<file path="src/rtl/merge_pkg.sv">
// Shared constants and FIFO entry layout for the two-source merge stage.
package merge_pkg;

  localparam int unsigned DATA_W_DEFAULT = 32;

  localparam logic SRC_1 = 1'b0;
  localparam logic SRC_2 = 1'b1;

  typedef struct packed {
    logic                      src;
    logic [DATA_W_DEFAULT-1:0] data;
  } entry_t;

endpackage

</file>
<file path="src/rtl/merge_stage_skid_fifo2.sv">
// Two-entry FIFO with 1-bit wrapping pointers; pushes when full and pops when empty are ignored.
module skid_fifo2 #(
  parameter type entry_t = merge_pkg::entry_t
) (
  input  logic       clk,
  input  logic       reset,
  input  logic       push,
  input  logic       pop,
  input  entry_t     wr_entry,
  output entry_t     rd_entry,
  output logic [1:0] count
);

  entry_t mem [2];
  logic   wr_ptr;
  logic   rd_ptr;
  logic   push_ok;
  logic   pop_ok;

  assign push_ok  = push && (count != 2'd2);
  assign pop_ok   = pop && (count != 2'd0);
  assign rd_entry = mem[rd_ptr];

  always_ff @(posedge clk) begin
    if (reset) begin
      count  <= '0;
      wr_ptr <= 1'b0;
      rd_ptr <= 1'b0;
      mem[0] <= '0;
      mem[1] <= '0;
    end else begin
      if (push_ok) begin
        mem[wr_ptr] <= wr_entry;
        wr_ptr      <= ~wr_ptr;
      end
      if (pop_ok) begin
        rd_ptr <= ~rd_ptr;
      end
      case ({push_ok, pop_ok})
        2'b10:   count <= count + 2'd1;
        2'b01:   count <= count - 2'd1;
        default: count <= count;
      endcase
    end
  end

endmodule

</file>
<file path="src/rtl/merge_stage.sv">
// Selects one of two sources into a 2-entry buffer; unchosen source is always stalled.
// Optional per-source push counters via macro MERGE_STAGE_GRANT_COUNT_EN.
module merge_stage
  import merge_pkg::*;
#(
  parameter int unsigned DATA_W = DATA_W_DEFAULT
) (
  input  logic              clk,
  input  logic              reset,
  input  logic              in_choice,
  input  logic              in_valid_1,
  input  logic [DATA_W-1:0] in_data_1,
  input  logic              in_valid_2,
  input  logic [DATA_W-1:0] in_data_2,
  input  logic              in_down_ready,
  output logic              out_ready,
  output logic              out_stall_1,
  output logic              out_stall_2,
  output logic              out_valid,
  output logic [DATA_W-1:0] out_data,
  output logic              out_src
`ifdef MERGE_STAGE_GRANT_COUNT_EN
  ,
  output logic [15:0]       out_count_1,
  output logic [15:0]       out_count_2
`endif
);

  // Same layout as merge_pkg::entry_t, sized by this instance's DATA_W.
  typedef struct packed {
    logic              src;
    logic [DATA_W-1:0] data;
  } stage_entry_t;

  logic [1:0]   count;
  stage_entry_t wr_entry;
  stage_entry_t rd_entry;
  logic         sel_valid;
  logic         push;
  logic         pop;

  // out_ready depends only on registered occupancy, never on in_down_ready.
  assign out_ready   = (count < 2'd2);
  assign sel_valid   = in_choice ? in_valid_2 : in_valid_1;
  assign push        = sel_valid && out_ready && !reset;
  assign out_stall_1 = !(push && (in_choice == SRC_1));
  assign out_stall_2 = !(push && (in_choice == SRC_2));

  assign out_valid = (count != 2'd0);
  assign pop       = out_valid && in_down_ready;
  assign out_data  = rd_entry.data;
  assign out_src   = rd_entry.src;

  always_comb begin
    wr_entry      = '0;
    wr_entry.src  = in_choice;
    wr_entry.data = in_choice ? in_data_2 : in_data_1;
  end

  skid_fifo2 #(
    .entry_t (stage_entry_t)
  ) u_fifo (
    .clk      (clk),
    .reset    (reset),
    .push     (push),
    .pop      (pop),
    .wr_entry (wr_entry),
    .rd_entry (rd_entry),
    .count    (count)
  );

`ifdef MERGE_STAGE_GRANT_COUNT_EN
  logic [15:0] grant_cnt_1;
  logic [15:0] grant_cnt_2;

  always_ff @(posedge clk) begin
    if (reset) begin
      grant_cnt_1 <= '0;
      grant_cnt_2 <= '0;
    end else if (push) begin
      if (in_choice == SRC_1 && grant_cnt_1 != '1) grant_cnt_1 <= grant_cnt_1 + 16'd1;
      if (in_choice == SRC_2 && grant_cnt_2 != '1) grant_cnt_2 <= grant_cnt_2 + 16'd1;
    end
  end

  assign out_count_1 = grant_cnt_1;
  assign out_count_2 = grant_cnt_2;
`endif

endmodule

</file>
<file path="config.mk">
export PLATFORM = sky130hd
export DESIGN_NAME = merge_stage
export DESIGN_NICKNAME = d
export VERILOG_FILES = /design/src/rtl/merge_pkg.sv /design/src/rtl/merge_stage_skid_fifo2.sv /design/src/rtl/merge_stage.sv
export SDC_FILE = /design/constraint.sdc
export NUM_CORES = 1
export LEC_CHECK = 0
export CAP_MARGIN = 0
export CORE_MARGIN = 1
export CORE_UTILIZATION = 50
export CTS_CLUSTER_DIAMETER = 50
export DETAILED_ROUTE_END_ITERATION = 8
export GPL_ROUTABILITY_DRIVEN = 0
export PLACE_DENSITY = 0.86
export SETUP_SLACK_MARGIN = 0.02
export SLEW_MARGIN = 25
export SYNTH_ARGS = -nofsm -noshare
export SYNTH_HDL_FRONTEND = slang
export SYNTH_SLANG_ARGS = --single-unit
</file>
<file path="constraint.sdc">
create_clock -name clk -period 6.9 [get_ports clk]
set_input_delay 1.38 -clock clk [delete_from_list [all_inputs] [get_ports clk]]
set_output_delay 1.38 -clock clk [all_outputs]
set_load 0.01 [all_outputs]
</file>
==> results of run 1 <==
-- synth_stat cells, drive strengths merged --
| library cell | number |
|---|---|
| nor2 | 70 |
| edfxtp | 66 |
| mux2 | 34 |
| mux2i | 32 |
| buf | 13 |
| dfxtp | 5 |
| nand3 | 3 |
| clkbuf | 2 |
| inv | 2 |
| nand2 | 2 |
| nand2b | 2 |
| or2 | 2 |
| xnor2 | 2 |
| a211o | 1 |
| a21oi | 1 |
| ha | 1 |
| o21a | 1 |
| o21ai | 1 |
| or3 | 1 |
| xor2 | 1 |
-- flip-flops by register name, summed over array words and instances, names as in the netlist, named ones only --
name           flops
u_fifo.count       2
u_fifo.wr_ptr      1
u_fifo.mem        66
u_fifo.rd_ptr      1
-- stage by stage --
step,setup slack (ns),cells
global placement,2.45,412
finish,2.42,427
floorplan,3.39,242
global route,2.34,427
CTS,2.40,427
detailed placement,2.40,412
-- logic make-up after synthesis --
| kind of cell | synth area share |
|---|---|
| simple gates | 0.102 |
| flops | 0.632 |
| mux | 0.215 |
| buf+inv | 0.0308 |
| compound gates | 0.00798 |
| xor+xnor | 0.00798 |
| fa+ha+maj | 0.00380 |
-- worst max-delay path: stages --
cell and delay [ns]:
sky130_fd_sc_hd__buf_2 0.09, sky130_fd_sc_hd__buf_4 0.47, sky130_fd_sc_hd__mux2_4 0.31, sky130_fd_sc_hd__nand2_1 0.08, sky130_fd_sc_hd__or2_2 0.28, sky130_fd_sc_hd__clkdlybuf4s50_1 0.48
-- power by group --
part	switching [mW]	total, mW	internal (mW)
Sequential	0.0187	0.554	0.535
Clock	0.134	0.262	0.127
Combinational	0.173	0.398	0.226
Total	0.326	1.21	0.888
-- layout make-up --
type / instances / area, sq um / share of cell area
timing repair buffer: 108 / 1070 / 0.237
multi-input combinational: 154 / 1110 / 0.246
clock inverter: 2 / 8.76 / 0.00194
sequential: 71 / 2080 / 0.461
clock buffer: 13 / 139 / 0.0307
tap: 77 / 96.3 / 0.0213
inverter: 2 / 7.51 / 0.00166
-- layer usage --
metal	track usage	routed length [um]	up-vias
met2	0.350	3530	112
met5	0	0	-
met3	0.0398	477	13
li1	-	-	1065
met1	0.238	2580	1066
met4	0.103	128	0
-- worst min path at each step --
stage | from | to | slack, ns | cells past startpoint
5_1_grt | u_fifo.rd_ptr$_SDFFE_PP0P_ | flip-flop | 0.55 | 2
3_3_place_gp | u_fifo.rd_ptr$_SDFFE_PP0P_ | u_fifo.rd_ptr$_SDFFE_PP0P_ | 0.50 | 2
6_report | u_fifo.rd_ptr$_SDFFE_PP0P_ | flip-flop | 0.52 | 2
4_1_cts | u_fifo.rd_ptr$_SDFFE_PP0P_ | flip-flop | 0.52 | 2
3_5_place_dp | u_fifo.rd_ptr$_SDFFE_PP0P_ | flip-flop | 0.51 | 2
2_1_floorplan | u_fifo.rd_ptr$_SDFFE_PP0P_ | flip-flop | 0.48 | 2
==> impl_metrics.py, run 1 <==
metrics = {
    "critical_path": {
        "critPathMaxFanout": 35,
        "crit_start": "in_choice",
        "setup.reg_to_reg.worst_slack_ns": 4.33,
        "setup.worst_path.start_class": "primary input",
        "worstSetupPathType": "in -> out",
        "r2r.worst_path.cells": 3,
        "cp-endpoint": "out_stall_1",
        "rr_startpoint": "u_fifo.count[1]$_SDFFE_PP0P_",
        "critical_path_arrival_ns": 3.10,
        "crit_path_end_kind": "output port",
        "r2r-end": "u_fifo.mem[1][16]$_SDFFCE_PN0P_",
        "required_ns": 5.52,
    },
    "sta": {
        "clock-skew-final_ns": 0.00385,
        "timing_hold_violations_final": 0,
        "setup_repair_after_global_routing_missed_its_margin": "false",
        "worst_hold_slack_ns": 0.521,
        "max-slew-margin-rel": 0.429,
        "transition_time_at_the_pin_with_the_least_slew_margin_ns": 0.857,
        "period_minus_slack_ns": 4.48,
        "timing.final.setup_violations": 0,
        "drv_slew": 0,
        "layout_worst_path_cycle_share": 0.649,
        "max_freq_mhz": 223,
        "setup_total_negative_slack_ns": 0,
    },
    "clocking": {
        "tritoncts_num_sinks": 71,
        "tritoncts": "done",
        "cts.clk_slew.worst_paths_ns": 0.06,
        "htreeDepth": 3,
        "clock_insertion_delay_worst_skew_ns": 0.33,
        "ctsHoldBuffers": 0,
        "cts_made_buffers": 9,
        "clockBufferDepth": 2,
        "cts_resized": 0,
        "root_buffer": "sky130_fd_sc_hd__clkbuf_8",
        "post_cts.repair.setup_buffers": 0,
    },
    "min_path": {
        "hp-class": "reg -> reg",
    },
    "job": {
        "cap_viol_max_count": 0,
    },
    "route": {
        "dr_total_vias": 2256,
        "firstDrtPassIters": 4,
        "routedWlPerCell_um": 15.7,
        "finalWirelength_mm": 6.72,
        "drt_iter0_drcs": 177,
        "post_route_antenna_net_violation_count": 0,
        "drc": 0,
        "vias_per_cell": 5.28,
    },
    "synthesis": {
        "mappedNetlistArea_sq_um": 3290,
        "post_synth_main_area_contributors": "sky130_fd_sc_hd__edfxtp_1, sky130_fd_sc_hd__mux2_2, sky130_fd_sc_hd__mux2i_1, sky130_fd_sc_hd__nor2_1, sky130_fd_sc_hd__dfxtp_1",
        "ys.warnings.count": 0,
        "syn_inst": 242,
        "mappedNetlistNets": 313,
        "synth.top_cell.area_share": 0.602,
        "yosysSeqAreaShare": 0.632,
        "synth_largest_area_cell": "sky130_fd_sc_hd__edfxtp_1",
        "yosys.cell_types.count": 26,
        "yosys_register_bits": 71,
        "postSynthAreaPerCell_sq_um": 13.6,
    },
    "cells_and_area": {
        "layout-area-overhead-vs-synth_pct": 37.2,
        "postLayoutCoreUtil": 0.712,
        "drive_above_1_share": 0.154,
        "final_cell_area_sq_um": 4520,
        "num-fill-cells": 443,
        "n_antenna_cell": 0,
        "mostFrequentLayoutCells": "sky130_fd_sc_hd__clkdlybuf4s50_1, sky130_fd_sc_hd__nor2_1, sky130_fd_sc_hd__edfxtp_1",
        "finish.net_count": 417,
        "layout_commonest_cell": "sky130_fd_sc_hd__clkdlybuf4s50_1",
    },
    "die": {
        "horizontal_die_dimension_um": 83.1,
        "floorplan.rows": 29,
        "die_height_um": 83.1,
        "num_io_pins": 107,
        "floorplan.core_area_sq_um": 6350,
        "floorplan.initialDensity": 0.518,
        "design.die.area_sq_um": 6910,
    },
    "power": {
        "power.total_mw": 1.21,
        "total_leakage_power_nw": 1.73,
        "vdd_drop_max_v": 0.000198,
        "powerDensity_nw_per_um2": 269,
    },
    "global_route": {
        "overflow_after_grt": 0,
        "grt_pass1_vias": 2358,
        "total_routing_usage_reported_by_global_routing": 0.202,
        "antenna_found_initial": 0,
        "maximum_number_of_pins_on_one_net_before_global_route_repair": 36,
        "global_route_wire_length_before_repair_mm": 10.6,
    },
    "placed_design": {
        "portBuffers": 106,
        "placed_cell_area_sq_um": 4370,
        "dp_hpwl_mm": 4.50,
    },
    "run_status": {
        "status": "complete, no violations",
    },
}
Power figures use the tool's default switching activity.
==> run 2: changes to the inputs <==
--- a/config.mk
+++ b/config.mk
@@ -7,11 +7,11 @@
 export LEC_CHECK = 0
 export CAP_MARGIN = 0
 export CORE_MARGIN = 1
-export CORE_UTILIZATION = 50
+export CORE_UTILIZATION = 46
 export CTS_CLUSTER_DIAMETER = 50
 export DETAILED_ROUTE_END_ITERATION = 8
 export GPL_ROUTABILITY_DRIVEN = 0
-export PLACE_DENSITY = 0.86
+export PLACE_DENSITY = 0.8
 export SETUP_SLACK_MARGIN = 0.02
 export SLEW_MARGIN = 25
 export SYNTH_ARGS = -nofsm -noshare
==> constraint.sdc (replaced) <==
create_clock -name clk -period 4.2 [get_ports clk]
set_input_delay 0.84 -clock clk [delete_from_list [all_inputs] [get_ports clk]]
set_output_delay 0.84 -clock clk [all_outputs]
set_load 0.01 [all_outputs]
==> run 2 against run 1 <==
Critical path depth is 1 lower. Total power increased by 85%. Clock skew grew 0.0053 ns. Worst hold slack better by 0.011 ns. Critical path type unchanged. Highest routed layer unchanged.
==> impl_metrics.py, run 2 (synthesis results as in run 1) <==
metrics = {
    "die": {
        "floorplan.rows": 30,
        "floorplan.core_area_sq_um": 6870,
        "design.die.area_sq_um": 7500,
        "num_io_pins": 107,
        "die_height_um": 86.6,
        "floorplan.initialDensity": 0.479,
        "horizontal_die_dimension_um": 86.6,
    },
    "sta": {
        "max_freq_mhz": 296,
        "transition_time_at_the_pin_with_the_least_slew_margin_ns": 0.881,
        "clock-skew-final_ns": 0.00919,
        "max-slew-margin-rel": 0.412,
        "timing.final.setup_violations": 0,
        "setup_total_negative_slack_ns": 0,
        "timing_hold_violations_final": 0,
        "layout_worst_path_cycle_share": 0.805,
        "timing.final.ws_setup_ns": 0.820,
        "setup_repair_after_global_routing_missed_its_margin": "false",
        "drv_slew": 0,
        "period_minus_slack_ns": 3.38,
    },
    "cells_and_area": {
        "largest_register_ff_count": 66,
        "layout_commonest_cell": "sky130_fd_sc_hd__clkdlybuf4s50_1",
        "finish.net_count": 418,
        "drive_above_1_share": 0.173,
        "top_regs": "u_fifo.mem: 66 flops, u_fifo.count: 2 flops",
        "n_antenna_cell": 0,
        "regMostFlops": "u_fifo.mem",
        "num-fill-cells": 510,
        "mostFrequentLayoutCells": "sky130_fd_sc_hd__clkdlybuf4s50_1, sky130_fd_sc_hd__nor2_1, sky130_fd_sc_hd__edfxtp_1",
        "layout-area-overhead-vs-synth_pct": 41.5,
    },
    "critical_path": {
        "critPathMaxFanout": 8,
        "crit_family": "buffers and inverters",
        "setup.worst_path.start_class": "primary input",
        "rr_startpoint": "u_fifo.count[1]$_SDFFE_PP0P_",
        "path_cells": "clkdlybuf4s50_1, nor2_2, nand2_1, or2_2, clkdlybuf4s50_1",
        "required_ns": 3.36,
        "cp_common_cell": "sky130_fd_sc_hd__clkdlybuf4s50_1",
        "critPathBufInv": 2,
        "crit_path_top_delay_cell": "sky130_fd_sc_hd__clkdlybuf4s50_1",
        "worst_path_max_stage_delay_ns": 0.54,
        "worstSetupPathType": "in -> out",
        "crit_start": "reset",
        "critical_path_arrival_ns": 2.54,
        "crit_path_end_kind": "output port",
    },
    "min_path": {
        "worstHoldStart": "u_fifo.rd_ptr$_SDFFE_PP0P_",
        "hp-class": "reg -> reg",
    },
    "route": {
        "drc": 0,
        "routedWlPerCell_um": 15.6,
        "firstDrtPassIters": 4,
        "dr_total_vias": 2242,
        "post_route_antenna_net_violation_count": 0,
        "vias_per_cell": 5.00,
        "drt_iter0_drcs": 123,
        "finalWirelength_mm": 7.01,
    },
    "global_route": {
        "global_route_wire_length_before_repair_mm": 11.1,
        "antenna_found_initial": 0,
        "overflow_after_grt": 0,
        "maximum_number_of_pins_on_one_net_before_global_route_repair": 35,
        "total_routing_usage_reported_by_global_routing": 0.200,
        "grt_pass1_vias": 2322,
    },
    "placed_design": {
        "portBuffers": 106,
        "dpl_worst_slack_ns": 0.855,
        "dp_hpwl_mm": 4.60,
    },
    "clocking": {
        "post_cts.repair.setup_buffers": 0,
        "root_buffer": "sky130_fd_sc_hd__clkbuf_8",
        "tritoncts_num_sinks": 71,
        "tritoncts": "done",
        "ctsHoldBuffers": 0,
        "cts.clk_slew.worst_paths_ns": 0.07,
        "clockBufferDepth": 2,
        "cts_made_buffers": 9,
        "clock_insertion_delay_worst_skew_ns": 0.33,
        "cts_resized": 0,
        "htreeDepth": 3,
    },
    "power": {
        "total_leakage_power_nw": 1.79,
        "vdd_drop_max_v": 0.000315,
        "powerDensity_nw_per_um2": 482,
    },
    "run_status": {
        "status": "complete, no violations",
    },
    "job": {
        "cap_viol_max_count": 0,
    },
}
-- run 2: changes by cell type in the layout (fill, tap and decap cells not counted) --
cell / before / now
sky130_fd_sc_hd__bufinv_16: 0 / 3
sky130_fd_sc_hd__clkinv_1: 1 / 0
sky130_fd_sc_hd__clkbuf_8: 9 / 11
sky130_fd_sc_hd__clkinv_4: 0 / 1
sky130_fd_sc_hd__buf_4: 2 / 3
sky130_fd_sc_hd__clkbuf_1: 4 / 0
-- run 2: per-layer routing --
metal,up-vias,share of wire,GRT usage
met2,69,0.53,0.348
met4,0,0.025,0.109
met3,13,0.042,0.0343
li1,1070,-,-
met5,-,0,0
met1,1090,0.41,0.238
-- run 2: layout make-up --
type / count / area, sq um / share of cell area
clock buffer: 11 / 151 / 0.0325
clock inverter: 5 / 104 / 0.0223
inverter: 2 / 7.51 / 0.00161
multi-input combinational: 154 / 1110 / 0.239
sequential: 71 / 2080 / 0.447
tap: 96 / 120 / 0.0258
timing repair buffer: 109 / 1080 / 0.232
-- run 2: per-stage QoR --
| stage | instances | instance area (sq um) | hold WS, ns | power [mW] | utilization |
|---|---|---|---|---|---|
| 2_1_floorplan | 242 | 3290 | 0.481 | 1.27 | - |
| 3_3_place_gp | 432 | 4400 | 0.508 | 1.57 | 0.641 |
| 3_5_place_dp | 432 | 4400 | 0.506 | 1.58 | 0.641 |
| 4_1_cts | 448 | 4660 | 0.529 | 2.26 | 0.678 |
| 5_1_grt | 448 | 4660 | 0.597 | 2.35 | 0.678 |
| 6_report | 448 | 4660 | 0.532 | 2.24 | 0.678 |
-- run 2: where the power goes --
part / switching [mW] / total (mW) / internal, mW
combinational: 0.287 / 0.659 / 0.371
sequential: 0.0308 / 0.910 / 0.879
clock: 0.247 / 0.674 / 0.427
total: 0.565 / 2.24 / 1.68
-- run 2: worst min-delay path: stages (launching register included) --
cell and delay [ns]:
sky130_fd_sc_hd__dfxtp_1 0.32, sky130_fd_sc_hd__xnor2_1 0.08, sky130_fd_sc_hd__nor2_1 0.09
-- run 2: final timing paths --
path	endpoint	slack (ns)	depth (start not counted)
setup / recovery	out_stall_1	0.82	5
hold / removal	u_fifo.rd_ptr$_SDFFE_PP0P_	0.53	2
setup reg to reg	u_fifo.mem[0][5]$_SDFFCE_PN0P_	2.00	3
hold reg to reg	u_fifo.rd_ptr$_SDFFE_PP0P_	0.53	2
==> run 3: changes to the inputs <==
--- a/config.mk
+++ b/config.mk
@@ -7,11 +7,11 @@
 export LEC_CHECK = 0
 export CAP_MARGIN = 0
 export CORE_MARGIN = 1
-export CORE_UTILIZATION = 46
+export CORE_UTILIZATION = 42
 export CTS_CLUSTER_DIAMETER = 50
 export DETAILED_ROUTE_END_ITERATION = 8
 export GPL_ROUTABILITY_DRIVEN = 0
-export PLACE_DENSITY = 0.8
+export PLACE_DENSITY = 0.77
 export SETUP_SLACK_MARGIN = 0.02
 export SLEW_MARGIN = 25
 export SYNTH_ARGS = -nofsm -noshare
==> constraint.sdc (replaced) <==
create_clock -name clk -period 3 [get_ports clk]
set_input_delay 0.6 -clock clk [delete_from_list [all_inputs] [get_ports clk]]
set_output_delay 0.6 -clock clk [all_outputs]
set_load 0.01 [all_outputs]
==> run 3 against run 2 <==
Combinational power up 39%. First-iteration DRC count decreased by 30%. Non-clock buffer count increased by 6. Largest power group unchanged. Global-route usage shrank 2.4 points. Cell area up 1.2%. Largest cell class unchanged. Sequential share of layout area shrank 0.51 points. Critical path depth unchanged. Clock power up 33%. Core utilization shrank 4.2 points. Sequential power increased by 43%.
==> impl_metrics.py, run 3 (synthesis results as in run 1) <==
metrics = {
    "critical_path": {
        "crit_start": "in_valid_2",
        "cp_common_cell": "sky130_fd_sc_hd__clkdlybuf4s50_1",
        "path_cells": "clkdlybuf4s50_1, mux2_4, nand2_1, or2_2, clkdlybuf4s50_1",
        "cp-endpoint": "out_stall_1",
        "crit_path_top_delay_cell": "sky130_fd_sc_hd__clkdlybuf4s50_1",
        "critPathBufInv": 2,
        "worst_path_max_stage_delay_ns": 0.48,
        "required_ns": 2.40,
        "r2r-end": "u_fifo.mem[0][22]$_SDFFCE_PN0P_",
        "critPathMaxFanout": 4,
        "rr_startpoint": "u_fifo.count[1]$_SDFFE_PP0P_",
        "setup.worst_path.start_class": "primary input",
        "critical_path_arrival_ns": 2.10,
        "setup.reg_to_reg.worst_slack_ns": 1.36,
        "r2r.worst_path.cells": 5,
        "crit_family": "buffers and inverters",
        "crit_path_end_kind": "output port",
        "worstSetupPathType": "in -> out",
        "timing.critical_path.depth": 5,
    },
    "clocking": {
        "cts_made_buffers": 9,
        "cts.clk_slew.worst_paths_ns": 0.07,
        "clockBufferDepth": 2,
        "tritoncts_num_sinks": 71,
        "post_cts.repair.setup_buffers": 0,
        "clock_insertion_delay_worst_skew_ns": 0.35,
        "cts_resized": 0,
        "htreeDepth": 3,
        "tritoncts": "done",
        "ctsHoldBuffers": 0,
        "root_buffer": "sky130_fd_sc_hd__clkbuf_8",
    },
    "min_path": {
        "hp-class": "reg -> reg",
    },
    "cells_and_area": {
        "drive_above_1_share": 0.184,
        "layout_commonest_cell": "sky130_fd_sc_hd__clkdlybuf4s50_1",
        "num-fill-cells": 578,
        "finish.net_count": 424,
        "mostFrequentLayoutCells": "sky130_fd_sc_hd__clkdlybuf4s50_1, sky130_fd_sc_hd__nor2_1, sky130_fd_sc_hd__edfxtp_1",
        "n_antenna_cell": 0,
        "top_regs": "u_fifo.mem: 66 flops, u_fifo.count: 2 flops",
        "regMostFlops": "u_fifo.mem",
        "largest_register_ff_count": 66,
        "layout-area-overhead-vs-synth_pct": 43.2,
    },
    "sta": {
        "timing_hold_violations_final": 0,
        "max-slew-margin-rel": 0.677,
        "setup_total_negative_slack_ns": 0,
        "clock-skew-final_ns": 0.0115,
        "drv_slew": 0,
        "layout_worst_path_cycle_share": 0.901,
        "timing.final.setup_violations": 0,
        "setup_repair_after_global_routing_missed_its_margin": "false",
        "transition_time_at_the_pin_with_the_least_slew_margin_ns": 0.484,
        "max_freq_mhz": 370,
        "period_minus_slack_ns": 2.70,
    },
    "global_route": {
        "maximum_number_of_pins_on_one_net_before_global_route_repair": 34,
        "total_routing_usage_reported_by_global_routing": 0.176,
        "global_route_wire_length_before_repair_mm": 11.0,
        "antenna_found_initial": 0,
        "grt_pass1_vias": 2250,
        "overflow_after_grt": 0,
    },
    "route": {
        "drt_iter0_drcs": 86,
        "routedWlPerCell_um": 15.2,
        "dr_total_vias": 2252,
        "vias_per_cell": 4.93,
        "drc": 0,
        "post_route_antenna_net_violation_count": 0,
        "finalWirelength_mm": 6.95,
        "firstDrtPassIters": 4,
    },
    "job": {
        "cap_viol_max_count": 0,
    },
    "placed_design": {
        "portBuffers": 106,
        "dp_hpwl_mm": 4.66,
    },
    "power": {
        "power.total_mw": 3.12,
        "powerDensity_nw_per_um2": 661,
        "total_leakage_power_nw": 1.81,
        "vdd_drop_max_v": 0.000265,
    },
    "die": {
        "horizontal_die_dimension_um": 90.5,
        "die_height_um": 90.5,
        "floorplan.core_area_sq_um": 7410,
        "num_io_pins": 107,
        "design.die.area_sq_um": 8200,
        "floorplan.rows": 31,
        "floorplan.initialDensity": 0.444,
    },
    "run_status": {
        "status": "complete, no violations",
    },
}
==> run 3: changes by cell type in the layout (fill, tap and decap cells not counted) <==
cell                         change
sky130_fd_sc_hd__buf_4           +4
sky130_fd_sc_hd__buf_12          +2
sky130_fd_sc_hd__clkbuf_8        -2
sky130_fd_sc_hd__clkinvlp_4      +2
sky130_fd_sc_hd__clkbuf_1        +1
sky130_fd_sc_hd__clkinv_1        +1
sky130_fd_sc_hd__clkinv_2        -1
sky130_fd_sc_hd__clkinv_4        -1
sky130_fd_sc_hd__dfxtp_1         -1
sky130_fd_sc_hd__dfxtp_2         +1
==> run 3: how the worst min path moves through the flow <==
stage	endpoint	from	depth (start not counted)	slack, ns
after floorplan	flip-flop	u_fifo.rd_ptr$_SDFFE_PP0P_	2	0.48
after global placement	u_fifo.rd_ptr$_SDFFE_PP0P_	u_fifo.rd_ptr$_SDFFE_PP0P_	2	0.50
after detailed placement	flip-flop	u_fifo.rd_ptr$_SDFFE_PP0P_	2	0.51
after CTS	u_fifo.rd_ptr$_SDFFE_PP0P_	u_fifo.rd_ptr$_SDFFE_PP0P_	2	0.53
after global routing	flip-flop	u_fifo.rd_ptr$_SDFFE_PP0P_	2	0.57
final	u_fifo.rd_ptr$_SDFFE_PP0P_	u_fifo.rd_ptr$_SDFFE_PP0P_	2	0.53
==> run 3: routing by layer <==
| layer | global-route usage | share of wire | vias to the layer above | routed length (um) |
|---|---|---|---|---|
| met2 | 0.299 | 0.49 | 79 | 3440 |
| met4 | 0.0927 | 0.018 | 0 | 123 |
| li1 | - | - | 1084 | - |
| met1 | 0.203 | 0.42 | 1075 | 2940 |
| met3 | 0.0480 | 0.065 | 14 | 453 |
| met5 | 0 | 0 | - | 0 |
==> run 3: layout make-up <==
type / instances / area, sq um / area share
Clock buffer: 10 / 128 / 0.0271
Inverter: 2 / 7.51 / 0.00159
Timing Repair Buffer: 115 / 1150 / 0.244
Clock inverter: 6 / 109 / 0.0231
Sequential cell: 71 / 2080 / 0.442
Multi-Input combinational cell: 154 / 1110 / 0.236
Tap cell: 99 / 124 / 0.0263
==> run 3: stage by stage <==
step / hold slack, ns / utilization / cell area (sq um) / setup WS, ns / cells
final: 0.525 / 0.636 / 4710 / 0.298 / 457
after global routing: 0.573 / 0.636 / 4710 / 0.241 / 457
after CTS: 0.529 / 0.636 / 4710 / 0.284 / 457
after detailed placement: 0.510 / 0.604 / 4480 / 0.296 / 441
after global placement: 0.495 / 0.604 / 4480 / 0.318 / 441
after floorplan: 0.481 / - / 3290 / 0.684 / 242
==> run 3: worst min-delay path, stage by stage (launching register included) <==
cell	delay, ns
sky130_fd_sc_hd__dfxtp_1	0.33
sky130_fd_sc_hd__xnor2_1	0.09
sky130_fd_sc_hd__nor2_1	0.08
==> run 3: report_power, final <==
part / internal, mW / total [mW] / leakage [nW] / switching [mW]
registers: 1.23 / 1.30 / 0.732 / 0.0709
logic: 0.545 / 0.917 / 0.966 / 0.372
clock network: 0.550 / 0.898 / 0.110 / 0.349
total: 2.32 / 3.12 / 1.81 / 0.791
